## src/rtl/parity_engine.sv

```systemverilog
`default_nettype none
// ============================================================================
// parity_engine : serial, frame-aware UART parity generator / checker
// Rev 1.0
// ============================================================================
module parity_engine #(
  parameter int MIN_DATA_W = 5,
  parameter int MAX_DATA_W = 9,
  parameter int NUM_W      = $clog2(MAX_DATA_W - MIN_DATA_W + 1),
  parameter int CNT_W      = 8
) (
  input  logic             clk_i,
  input  logic             rst_i,
  input  logic             start_i,
  input  logic [NUM_W-1:0] data_bit_num_i,
  input  logic [1:0]       parity_mode_i,
  input  logic             check_mode_i,
  input  logic             bit_valid_i,
  input  logic             bit_i,
  input  logic             clr_err_i,
  output logic             busy_o,
  output logic             parity_valid_o,
  output logic             parity_bit_o,
  output logic             check_done_o,
  output logic             parity_err_o,
  output logic             err_sticky_o,
  output logic [CNT_W-1:0] err_cnt_o
);

  localparam int               LEN_W  = $clog2(MAX_DATA_W + 1);
  localparam logic [NUM_W-1:0] C_SPAN = NUM_W'(MAX_DATA_W - MIN_DATA_W);
  localparam logic [LEN_W-1:0] C_MIN  = LEN_W'(MIN_DATA_W);

  typedef enum logic [2:0] {
    S_IDLE = 3'd0,
    S_DATA = 3'd1,
    S_GEN  = 3'd2,
    S_PAR  = 3'd3,
    S_DONE = 3'd4
  } state_t;

  state_t           state_q;
  logic [LEN_W-1:0] len_q;
  logic [LEN_W-1:0] cnt_q;
  logic [1:0]       mode_q;
  logic             chk_q;
  logic             acc_q;
  logic             mis_q;
  logic             pbit_q;
  logic             sticky_q;
  logic [CNT_W-1:0] err_cnt_q;

  logic [NUM_W-1:0] num_d;
  logic [LEN_W-1:0] len_d;
  logic             acc_d;
  logic             last_bit_d;

  function automatic logic exp_parity(input logic [1:0] mode, input logic acc);
    logic r;
    unique case (mode)
      2'b00:   r = acc;
      2'b01:   r = ~acc;
      2'b10:   r = 1'b1;
      default: r = 1'b0;
    endcase
    return r;
  endfunction

  // Out-of-range length selects saturate at the widest supported frame.
  assign num_d      = (data_bit_num_i > C_SPAN) ? C_SPAN : data_bit_num_i;
  assign len_d      = C_MIN + LEN_W'(num_d);
  assign acc_d      = acc_q ^ bit_i;
  assign last_bit_d = ((cnt_q + LEN_W'(1)) == len_q);

  // A restart during GEN/DONE swallows the pulse of that cycle.
  assign busy_o         = (state_q != S_IDLE);
  assign parity_valid_o = (state_q == S_GEN) & ~start_i;
  assign check_done_o   = (state_q == S_DONE) & ~start_i;
  assign parity_err_o   = (state_q == S_DONE) & mis_q & ~start_i;
  assign parity_bit_o   = pbit_q;
  assign err_sticky_o   = sticky_q;
  assign err_cnt_o      = err_cnt_q;

  always_ff @(posedge clk_i) begin
    if (rst_i) begin
      state_q   <= S_IDLE;
      len_q     <= '0;
      cnt_q     <= '0;
      mode_q    <= 2'b00;
      chk_q     <= 1'b0;
      acc_q     <= 1'b0;
      mis_q     <= 1'b0;
      pbit_q    <= 1'b0;
      sticky_q  <= 1'b0;
      err_cnt_q <= '0;
    end else begin
      // Clear-then-count when a clear coincides with an error pulse.
      if (parity_err_o) begin
        sticky_q <= 1'b1;
        if (clr_err_i)
          err_cnt_q <= CNT_W'(1);
        else if (err_cnt_q != {CNT_W{1'b1}})
          err_cnt_q <= err_cnt_q + CNT_W'(1);
      end else if (clr_err_i) begin
        sticky_q  <= 1'b0;
        err_cnt_q <= '0;
      end

      if (start_i) begin
        state_q <= S_DATA;
        len_q   <= len_d;
        mode_q  <= parity_mode_i;
        chk_q   <= check_mode_i;
        cnt_q   <= '0;
        acc_q   <= 1'b0;
        mis_q   <= 1'b0;
      end else begin
        unique case (state_q)
          S_IDLE: ;
          S_DATA: begin
            if (bit_valid_i) begin
              acc_q <= acc_d;
              cnt_q <= cnt_q + LEN_W'(1);
              if (last_bit_d) begin
                state_q <= chk_q ? S_PAR : S_GEN;
                if (!chk_q)
                  pbit_q <= exp_parity(mode_q, acc_d);
              end
            end
          end
          S_GEN:  state_q <= S_IDLE;
          S_PAR: begin
            if (bit_valid_i) begin
              mis_q   <= (bit_i != exp_parity(mode_q, acc_q));
              state_q <= S_DONE;
            end
          end
          S_DONE: state_q <= S_IDLE;
          default: state_q <= S_IDLE;
        endcase
      end
    end
  end

endmodule
`default_nettype wire

```

## config.mk

```make
export PLATFORM = sky130hd
export DESIGN_NAME = parity_engine
export DESIGN_NICKNAME = d
export VERILOG_FILES = /design/src/rtl/parity_engine.sv
export SDC_FILE = /design/constraint.sdc
export NUM_CORES = 1
export LEC_CHECK = 0
export CAP_MARGIN = 25
export CORE_MARGIN = 2
export CORE_UTILIZATION = 54
export CTS_CLUSTER_DIAMETER = 40
export DETAILED_ROUTE_END_ITERATION = 8
export PLACE_DENSITY = 0.89
export SKIP_CTS_REPAIR_TIMING = 1
export SLEW_MARGIN = 40
export SYNTH_ARGS = -nofsm -noshare
export SYNTH_HDL_FRONTEND = slang
export SYNTH_SLANG_ARGS = --single-unit
export TNS_END_PERCENT = 5
```

## constraint.sdc

```tcl
create_clock -name clk_i -period 3.8 [get_ports clk_i]
set_input_delay 0.57 -clock clk_i [delete_from_list [all_inputs] [get_ports clk_i]]
set_output_delay 0.57 -clock clk_i [all_outputs]
set_load 0.01 [all_outputs]
```

* Word level (Yosys, flattened, before mapping)
Cells that the tools add are included.
Word-level totals: logic and storage cells 72, output and inout bits 14, bits of input ports 12, register bits 26
Operators by class: eq/ne operators 16, reductions and logical operators 12, magnitude comparators 1, add/sub/neg operators 3, muxes and demuxes 19, bitwise operators 10
Operator list (count):
- 8-bit 2-to-1 mux | 4
- 3-bit 2-to-1 mux | 4
- 3-bit != test (second input constant) | 3
- 3-bit case mux with 3 select lines | 1
- 8-bit by 1-bit adder with 8-bit output (second input constant) | 1
- 1-bit 2-to-1 mux | 8
- 2-bit != test (second input constant) | 4
- 8-bit != test (second input constant) | 1
- 4-bit AND reduction | 2
- 3-bit by 2-bit == test with 1-bit output (second input constant) | 2
- 1-bit case mux with 3 select lines | 2
- 2-bit AND reduction | 3
- 1-bit inverter | 5
- 5-bit AND reduction | 1
- 3-bit by 3-bit adder with 4-bit output (first input constant) | 1
- 4-bit by 1-bit adder with 4-bit output (second input constant) | 1
- 1-bit AND | 4
- 4-bit == test | 1
- 2-bit nonzero test | 2
- 3-bit by 1-bit == test with 1-bit output (second input constant) | 1
- 3-bit == test (second input constant) | 1
- 3-bit > comparator (second input constant) | 1
- 3-bit logical NOT | 1
- 3-bit nonzero test | 1
- 6 further kinds | 6

* Logic depth before layout (Yosys ltp)
Gate-level depths: netlist of the first run.
word-level depth 7, gate-level depth with buffers 5, gate-level depth less buffers 5

* Least setup slack after synthesis of the first run
OpenSTA, ideal clock, no wires.
kind input to output, from in start_i, to out parity_valid_o, required time 3.230 ns, path slack 1.921 ns, arrival time 1.309 ns, buffers on the path 1, stages on the path 2, cell sequence clkbuf_1 nor4b_1
On the way: word-level cells in the longest chain between the ends 2
Ends and longest elaborated chain:
- start: declaration | line 14 | input logic start_i,
- 1-bit inverter (no source line)
- 1-bit AND | line 77 | assign parity_valid_o = (state_q == S_GEN) & ~start_i;
- end: declaration | line 22 | output logic parity_valid_o,
Every way passes these cells.

* Final worst setup path of the first run
from in start_i, to out parity_err_o
On the way: word-level cells in the longest chain between the ends 2
Ends and longest elaborated chain:
- 1-bit inverter (no source line)
- 1-bit AND | line 79 | assign parity_err_o = (state_q == S_DONE) & mis_q & ~start_i;
- end: declaration | line 25 | output logic parity_err_o,
Every way passes these cells.

==> results of run 1 <==
-- state kept, by name, indices dropped and copies added (netlist names) --
| name | cells |
|---|---|
| err_cnt_o | 8 |
| chk_q | 1 |
| cnt_q | 4 |
| parity_bit_o | 1 |
| len_q | 4 |
| acc_q | 1 |
| mode_q | 2 |
| state_q | 3 |
| err_sticky_o | 1 |
| mis_q | 1 |
-- worst max-delay path, cell delays in order --
cell	delay, ns
clkdlybuf4s50_1	0.46
nor4b_4	0.45
nand2_2	0.13
inv_1	0.09
clkdlybuf4s50_1	0.53
-- per-layer routing --
metal	share of wire, %	GRT usage, %	vias to the layer above
li1	-	-	567
met1	41	26.9	545
met2	53	42.1	32
met3	4.4	3.67	4
met4	1.3	8.97	0
met5	0	0	-
-- worst paths after layout --
path | cells past startpoint | end | start | slack (ns)
worst max-delay path | 5 | parity_err_o | start_i | 0.99
worst min-delay path | 2 | parity_bit_o | parity_bit_o | 0.47
worst max register to register | 5 | parity_bit_o | cnt_q[0] | 2.04
worst min register to register | 2 | parity_bit_o | parity_bit_o | 0.47
-- stage by stage --
stage               instance area, sq um  total power (uW)  hold slack [ns]
finish                              1600               474            0.469
global route                        1600               496            0.528
global placement                    1580               360            0.448
detailed placement                  1580               362            0.457
floorplan                           1300               334            0.474
CTS                                 1600               477            0.475
-- synth_stat cells --
| master | instances |
|---|---|
| a21oi_1 | 6 |
| clkbuf_1 | 5 |
| o21bai_1 | 1 |
| a32o_1 | 1 |
| o2111ai_1 | 1 |
| and3_1 | 3 |
| a211oi_1 | 2 |
| or4_1 | 1 |
| nor4bb_1 | 1 |
| nand2_2 | 1 |
| or2_2 | 2 |
| nor4_1 | 2 |
| o21ai_0 | 5 |
| ha_1 | 3 |
| nor4b_1 | 1 |
| nor3b_1 | 1 |
| nand2b_1 | 5 |
| and4_1 | 1 |
| nor2b_1 | 3 |
| inv_1 | 2 |
| o211ai_1 | 1 |
| nand2_1 | 8 |
| xor2_1 | 8 |
| xnor2_1 | 7 |
| o31ai_1 | 1 |
| nor2_1 | 23 |
| mux2i_1 | 10 |
| nand3_1 | 6 |
| a22oi_1 | 1 |
| nor4b_4 | 1 |
| dfxtp_1 | 26 |
| o41ai_1 | 1 |
| nand4_1 | 2 |
| or3_1 | 5 |
-- power by group --
part,leakage (uW),internal (uW),switching [uW]
registers,0.000211,281,7.95
logic,0.000392,35.9,31.8
clock network,0.0000138,37.2,80.3
total,0.000617,354,120
-- area by class of cell --
| cell class | instances | area (sq um) |
|---|---|---|
| tap | 28 | 35.0 |
| multi-input combinational | 114 | 753 |
| timing repair buffer | 27 | 265 |
| inverter | 2 | 7.51 |
| clock buffer | 3 | 22.5 |
| sequential | 26 | 520 |
| fill | 188 | 651 |
-- cell families after synthesis --
group | after synthesis | synth area share, %
multiplexers | 10 | 7.70
XOR/XNOR | 15 | 10.1
buffers and inverters | 7 | 2.02
adder cells (fa/ha/maj) | 3 | 2.89
AO/OA/AOI/OAI | 20 | 9.82
AND/OR/NAND/NOR | 66 | 27.4
flip-flops | 26 | 40.0
==> flow_metrics.py, run 1 <==
metrics = {
    "timing": {
        "fmax_mhz": 356,
        "skew_ns": 0.0128,
        "finalSetupViolCount": 0,
        "finalMaxSlewViolations": 0,
        "fin_crit_ns": 2.81,
        "fin_setup_tns_ns": 0,
        "slew_headroom_pct": 66.1,
        "setup_slack_ns": 0.994,
        "rsz0062_at_grt": "no",
        "final.period_utilization_pct": 73.8,
        "hold_viol": 0,
        "tightest_slew_ns": 0.507,
    },
    "min_path": {
        "min_path_type": "register to register",
    },
    "global_routing": {
        "grt_use_total_pct": 23.2,
        "globalRoute.totalOverflow": 0,
        "grt_first_pass_wirelength_microns": 4760,
        "antenna_found_initial": 0,
        "grt_max_degree": 16,
        "first_global_vias": 1130,
    },
    "die": {
        "dieArea_sq_um": 2820,
        "core_sq_um": 2250,
        "placementRows": 17,
        "die_height_microns": 53.1,
        "die_x_microns": 53.1,
        "initial_core_util_pct": 57.7,
        "ioPinCount": 26,
    },
    "power": {
        "power.density_nw_per_um2": 295,
        "leakagePower_uw": 0.000617,
        "peakVddDrop_mv": 0.277,
    },
    "critical_path": {
        "crit_required_ns": 3.23,
        "path_class": "input pin to output port",
        "worst-path-max-fanout": 5,
        "start_kind": "input pin",
        "worstPathArrival_ns": 2.24,
        "endpoint_kind": "output port",
    },
    "routing": {
        "avgViaCountPerCell": 5.74,
        "dr_total_vias": 1148,
        "drt-initial-drc-count": 13,
        "drc_errors": 0,
        "routed_wl_microns": 2700,
        "drtAntennaViolNets": 0,
        "routedWlPerCell_microns": 13.5,
        "first_pass_iters": 4,
    },
    "yosys": {
        "seq_area_frac_synth_pct": 40.0,
        "yosysTopAreaCell": "dfxtp_1",
        "synthCells": 147,
        "yosys-top-cells-area": "dfxtp_1, mux2i_1, nor2_1, xor2_1, xnor2_1",
        "synth_cell_types": 34,
        "syn_nets": 162,
        "ys_warn_count": 0,
        "synth_area_per_cell_sq_um": 8.84,
        "synth_area_sq_um": 1300,
        "yosysTopAreaCellShare_pct": 40.0,
        "synth_seq_cells": 26,
    },
    "cts": {
        "clockBufferDepth": 2,
        "cts_tree": "built",
        "root_buffer": "clkbuf_4",
        "htreeDepth": 1,
        "clkLatencyLatePin_ns": 0.33,
        "path_clk_slew_ns": 0.13,
        "clock_sinks": 26,
        "cts_made_buffers": 3,
    },
    "cells_and_area": {
        "drive_gt1_share_pct": 5.23,
        "mostFrequentLayoutCells": "dfxtp_1, clkdlybuf4s50_1, nor2_1",
        "n_antenna_cell": 0,
        "fin_cells": 200,
        "area_delta_synth_final_pct": 23.4,
        "utilization_pct": 71.1,
        "nNetsFinal": 189,
        "final_common_cell": "dfxtp_1",
    },
    "placed_design": {
        "dp.cells": 197,
        "gp_routability_congestion": 0.790,
        "io_buffer_count": 25,
        "pre_cts_ws_ns": 1.00,
        "dp.final_hpwl_microns": 2070,
    },
    "run_status": {
        "outcome": "finished clean",
    },
    "flow_run": {
        "drv_cap": 0,
    },
}
Power figures use the tool's default switching activity.
==> inputs of run 2 (changes only) <==
- CORE_UTILIZATION: 54 -> 45
- PLACE_DENSITY: 0.89 -> 0.8
- clock period: 3.8 -> 2.35 ns (I/O delays scaled with it)
==> run 2 against run 1 <==
Effect of this change: non-clock buffer count up 2; sequential cell count unchanged; via count down 1.7%; largest power group unchanged; highest routed layer unchanged; largest cell class unchanged; cell count grew 3.0%; critical endpoint unchanged.
==> flow_metrics.py, run 2 (synthesis results as in run 1) <==
metrics = {
    "critical_path": {
        "path_class": "input pin to output port",
        "path_delay_family": "buffers and inverters",
        "worst-path-max-fanout": 4,
        "slowest_stage": "clkdlybuf4s50_1",
        "endpoint_kind": "output port",
        "crit_buf_inv": 3,
        "crit_required_ns": 2.00,
        "cp_slowest_stage_delay_ns": 0.54,
        "worstPathArrival_ns": 1.91,
        "start_kind": "input pin",
        "worst_path_most_repeated_cell": "clkdlybuf4s50_1",
        "crit_chain": "clkdlybuf4s50_1, nor4b_4, nand2_2, inv_1, clkdlybuf4s50_1",
    },
    "flow_run": {
        "drv_cap": 0,
    },
    "routing": {
        "drtAntennaViolNets": 0,
        "routedWlPerCell_microns": 13.1,
        "drt-initial-drc-count": 33,
        "routed_wl_microns": 2690,
        "drc_errors": 0,
        "dr_total_vias": 1129,
        "avgViaCountPerCell": 5.48,
        "first_pass_iters": 4,
    },
    "cells_and_area": {
        "n_fill_cell": 245,
        "utilization_pct": 59.9,
        "drive_gt1_share_pct": 6.86,
        "fin_cells": 206,
        "n_antenna_cell": 0,
        "fin_area_sq_um": 1650,
        "final_common_cell": "dfxtp_1",
        "largest_reg_flops": 8,
        "mostFrequentLayoutCells": "dfxtp_1, clkdlybuf4s50_1, nor2_1",
        "area_delta_synth_final_pct": 27.1,
        "nNetsFinal": 191,
    },
    "timing": {
        "fin_setup_tns_ns": 0,
        "hold_viol": 0,
        "final.period_utilization_pct": 96.2,
        "skew_ns": 0.00499,
        "fmax_mhz": 443,
        "slew_headroom_pct": 64.2,
        "finalMaxSlewViolations": 0,
        "tightest_slew_ns": 0.535,
        "finalSetupViolCount": 0,
        "fin_crit_ns": 2.26,
        "holdWs_ns": 0.477,
        "rsz0062_at_grt": "no",
    },
    "cts": {
        "clockBufferDepth": 2,
        "htreeDepth": 1,
        "clock_sinks": 26,
        "clkLatencyLatePin_ns": 0.32,
        "cts_made_buffers": 3,
        "path_clk_slew_ns": 0.15,
        "cts_tree": "built",
        "root_buffer": "clkbuf_4",
    },
    "power": {
        "p_int_uw": 685,
        "switching_share_pct": 22.7,
        "leakagePower_uw": 0.000642,
        "power.density_nw_per_um2": 536,
        "peakVddDrop_mv": 0.335,
        "power_frac_comb_pct": 12.6,
        "seqPwrFrac_pct": 52.6,
        "power.switching_uw": 201,
        "power_frac_clock_pct": 34.8,
    },
    "global_routing": {
        "first_global_vias": 1055,
        "antenna_found_initial": 0,
        "grt_first_pass_wirelength_microns": 4490,
        "globalRoute.totalOverflow": 0,
        "grt_use_total_pct": 16.9,
        "grt_max_degree": 16,
    },
    "placed_design": {
        "gp_routability_congestion": 0.822,
        "dp.final_hpwl_microns": 2070,
        "io_buffer_count": 25,
        "dp.cells": 202,
        "dpl_cell_area_sq_um": 1600,
    },
    "die": {
        "dieArea_sq_um": 3340,
        "core_sq_um": 2760,
        "die_x_microns": 57.8,
        "initial_core_util_pct": 47.1,
        "placementRows": 19,
        "die_height_microns": 57.8,
        "ioPinCount": 26,
    },
    "min_path": {
        "min_path_type": "register to register",
    },
    "run_status": {
        "outcome": "finished clean",
    },
}
==> run 2: changes by cell type in the layout (fill, tap and decap cells not counted) <==
cell,before,now
buf_4,2,4
bufinv_16,0,1
==> run 2: per-stage QoR <==
stage | total power [uW] | setup WS, ns
final | 886 | 0.0904
after global routing | 923 | 0.0164
after global placement | 583 | 0.0964
after detailed placement | 587 | 0.0806
after CTS | 896 | 0.0773
after floorplan | 540 | 0.769
==> run 2: power groups by stage <==
stage / clock network [uW] / registers, uW / logic, uW
after CTS: 317 / 466 / 113
after detailed placement: 0 / 476 / 111
final: 308 / 466 / 112
after floorplan: 0 / 473 / 66.4
after global routing: 331 / 469 / 123
after global placement: 0 / 475 / 108
==> run 2: routing by layer <==
layer  global-route usage [%]  wire (microns)  part of all wire (%)
met1                     19.8            1130                    42
met2                     29.9            1420                    53
met3                     2.68             118                   4.4
met4                     8.31              19                  0.71
met5                        0               0                     0
==> run 2: tightest hold or removal path, delay by kind of cell, from the launching register on <==
| family | cells | cell delay (ns) |
|---|---|---|
| simple gates | 1 | 0.05 |
| mux | 1 | 0.05 |
| flops | 1 | 0.34 |
==> run 2: area by class of cell <==
class / count / area, sq um / area share, %
Multi-Input combinational cell: 114 / 753 / 45.6
Sequential cell: 26 / 520 / 31.5
Timing Repair Buffer: 29 / 280 / 17.0
Tap cell: 31 / 38.8 / 2.35
Clock inverter: 1 / 30.0 / 1.82
Clock buffer: 3 / 22.5 / 1.36
Inverter: 2 / 7.51 / 0.454
==> run 2: path summary, 6_finish.rpt <==
path                              startpoint      endpoint  slack, ns  depth (start not counted)
worst max-delay path                 start_i  parity_err_o       0.09                          5
worst min-delay path            parity_bit_o  parity_bit_o       0.48                          2
worst max register to register    state_q[1]  err_cnt_o[4]       0.64                          5
worst min register to register  parity_bit_o  parity_bit_o       0.48                          2
==> inputs of run 3 (changes only) <==
- CORE_ASPECT_RATIO: default -> 0.9
- SLEW_MARGIN: 40 -> 25
==> run 3 against run 2 <==
Effect of this change: die area about the same; largest power group unchanged; design area down 0.15%; clock power is 26% lower; critical endpoint unchanged.
==> flow_metrics.py, run 3 (synthesis results as in run 1) <==
metrics = {
    "run_status": {
        "outcome": "finished clean",
    },
    "timing": {
        "finalMaxSlewViolations": 0,
        "rsz0062_at_grt": "no",
        "skew_ns": 0.0119,
        "hold_viol": 0,
        "finalSetupViolCount": 0,
        "final.period_utilization_pct": 94.7,
        "fmax_mhz": 450,
        "fin_setup_tns_ns": 0,
        "tightest_slew_ns": 0.558,
        "slew_headroom_pct": 62.7,
        "fin_crit_ns": 2.22,
    },
    "cells_and_area": {
        "fin_cells": 215,
        "area_delta_synth_final_pct": 26.9,
        "multi_input_area_sq_um": 753,
        "n_antenna_cell": 0,
        "nNetsFinal": 191,
        "seq_area_sq_um": 520,
        "drive_gt1_share_pct": 6.86,
        "mostFrequentLayoutCells": "dfxtp_1, clkdlybuf4s50_1, nor2_1",
        "largest_reg_flops": 8,
        "final_common_cell": "dfxtp_1",
        "n_fill_cell": 251,
    },
    "power": {
        "power.density_nw_per_um2": 490,
        "leakagePower_uw": 0.000653,
        "peakVddDrop_mv": 0.435,
    },
    "die": {
        "die_height_microns": 55.0,
        "placementRows": 18,
        "initial_core_util_pct": 47.3,
        "core_sq_um": 2750,
        "ioPinCount": 26,
        "dieArea_sq_um": 3340,
        "die_x_microns": 60.7,
    },
    "routing": {
        "avgViaCountPerCell": 5.16,
        "routed_wl_microns": 2860,
        "first_pass_iters": 4,
        "drt-initial-drc-count": 41,
        "dr_total_vias": 1110,
        "drc_errors": 0,
        "routedWlPerCell_microns": 13.3,
        "drtAntennaViolNets": 0,
    },
    "cts": {
        "cts_tree": "built",
        "root_buffer": "clkbuf_4",
        "clkLatencyLatePin_ns": 0.33,
        "cts_made_buffers": 3,
        "clockBufferDepth": 2,
        "htreeDepth": 1,
        "clock_sinks": 26,
        "path_clk_slew_ns": 0.14,
    },
    "critical_path": {
        "crit_path_end": "parity_err_o",
        "worst-path-max-fanout": 2,
        "rr_endpoint": "err_cnt_o[5]",
        "reg2reg_from": "state_q[1]",
        "start_kind": "input pin",
        "worstSetupStartpoint": "start_i",
        "ff2ff_setup_slack_ns": 0.65,
        "worstPathArrival_ns": 1.87,
        "crit_required_ns": 2.00,
        "endpoint_kind": "output port",
        "path_class": "input pin to output port",
        "reg2reg_depth": 5,
    },
    "min_path": {
        "whs_path_depth": 2,
        "min_path_type": "register to register",
    },
    "flow_run": {
        "drv_cap": 0,
    },
    "placed_design": {
        "io_buffer_count": 25,
        "dp.cells": 211,
        "dp.final_hpwl_microns": 2210,
        "gp_routability_congestion": 0.793,
    },
    "global_routing": {
        "grt_first_pass_wirelength_microns": 4750,
        "grt_max_degree": 16,
        "first_global_vias": 1095,
        "globalRoute.totalOverflow": 0,
        "grt_use_total_pct": 19.3,
        "antenna_found_initial": 0,
    },
}
==> run 3: cell count changes in the layout (fill, tap and decap cells not counted), sizes merged <==
| cell | change |
|---|---|
| dlymetal6s2s | +1 |
| clkdlybuf4s50 | -1 |
| bufinv | -1 |
| clkbuf | +1 |
==> run 3: worst min-delay path by stage <==
| stage | to | start | slack [ns] |
|---|---|---|---|
| after CTS | parity_bit_o | parity_bit_o | 0.47 |
| final | parity_bit_o | parity_bit_o | 0.48 |
| after detailed placement | parity_bit_o | parity_bit_o | 0.45 |
| after global placement | parity_bit_o | parity_bit_o | 0.46 |
| after global routing | parity_bit_o | parity_bit_o | 0.51 |
| after floorplan | len_q[0] | len_q[0] | 0.47 |
==> run 3: final cells by class <==
class | count | share of cell area [%]
Multi-Input combinational cell | 114 | 45.6
Sequential cell | 26 | 31.5
Timing Repair Buffer | 29 | 17.1
Tap cell | 40 | 3.03
Clock buffer | 4 | 2.20
Inverter | 2 | 0.455
==> run 3: layer usage <==
metal / global-route usage, % / vias to the layer above / wire length [microns]
li1: - / 569 / -
met1: 24.1 / 518 / 1350
met2: 33.0 / 19 / 1380
met3: 4.65 / 4 / 92
met4: 5.80 / 0 / 34
met5: 0 / - / 0
==> run 3: through the flow <==
stage               hold WS, ns  instance area (sq um)  util [%]  setup WS (ns)  total power [uW]
floorplan                 0.474                   1300         -          0.769               540
global placement          0.456                   1610      58.7         0.0777               581
detailed placement        0.451                   1610      58.7         0.0793               587
CTS                       0.474                   1650      60.0         0.0704               816
global route              0.515                   1650      60.1         0.0478               841
finish                    0.477                   1650      60.1          0.126               808
==> run 3: report_power, final <==
| group | leakage [uW] | switching, uW | total (uW) | internal (uW) |
|---|---|---|---|---|
| sequential | 0.000211 | 14.0 | 468 | 454 |
| combinational | 0.000420 | 53.2 | 111 | 57.9 |
| clock | 0.0000210 | 135 | 229 | 94.9 |
| total | 0.000653 | 202 | 808 | 607 |
==> run 3: critical path, cell delays in order <==
cell and delay, ns:
clkdlybuf4s50_1 0.47, nor4b_4 0.34, nand2_2 0.10, inv_1 0.08, clkdlybuf4s50_1 0.54
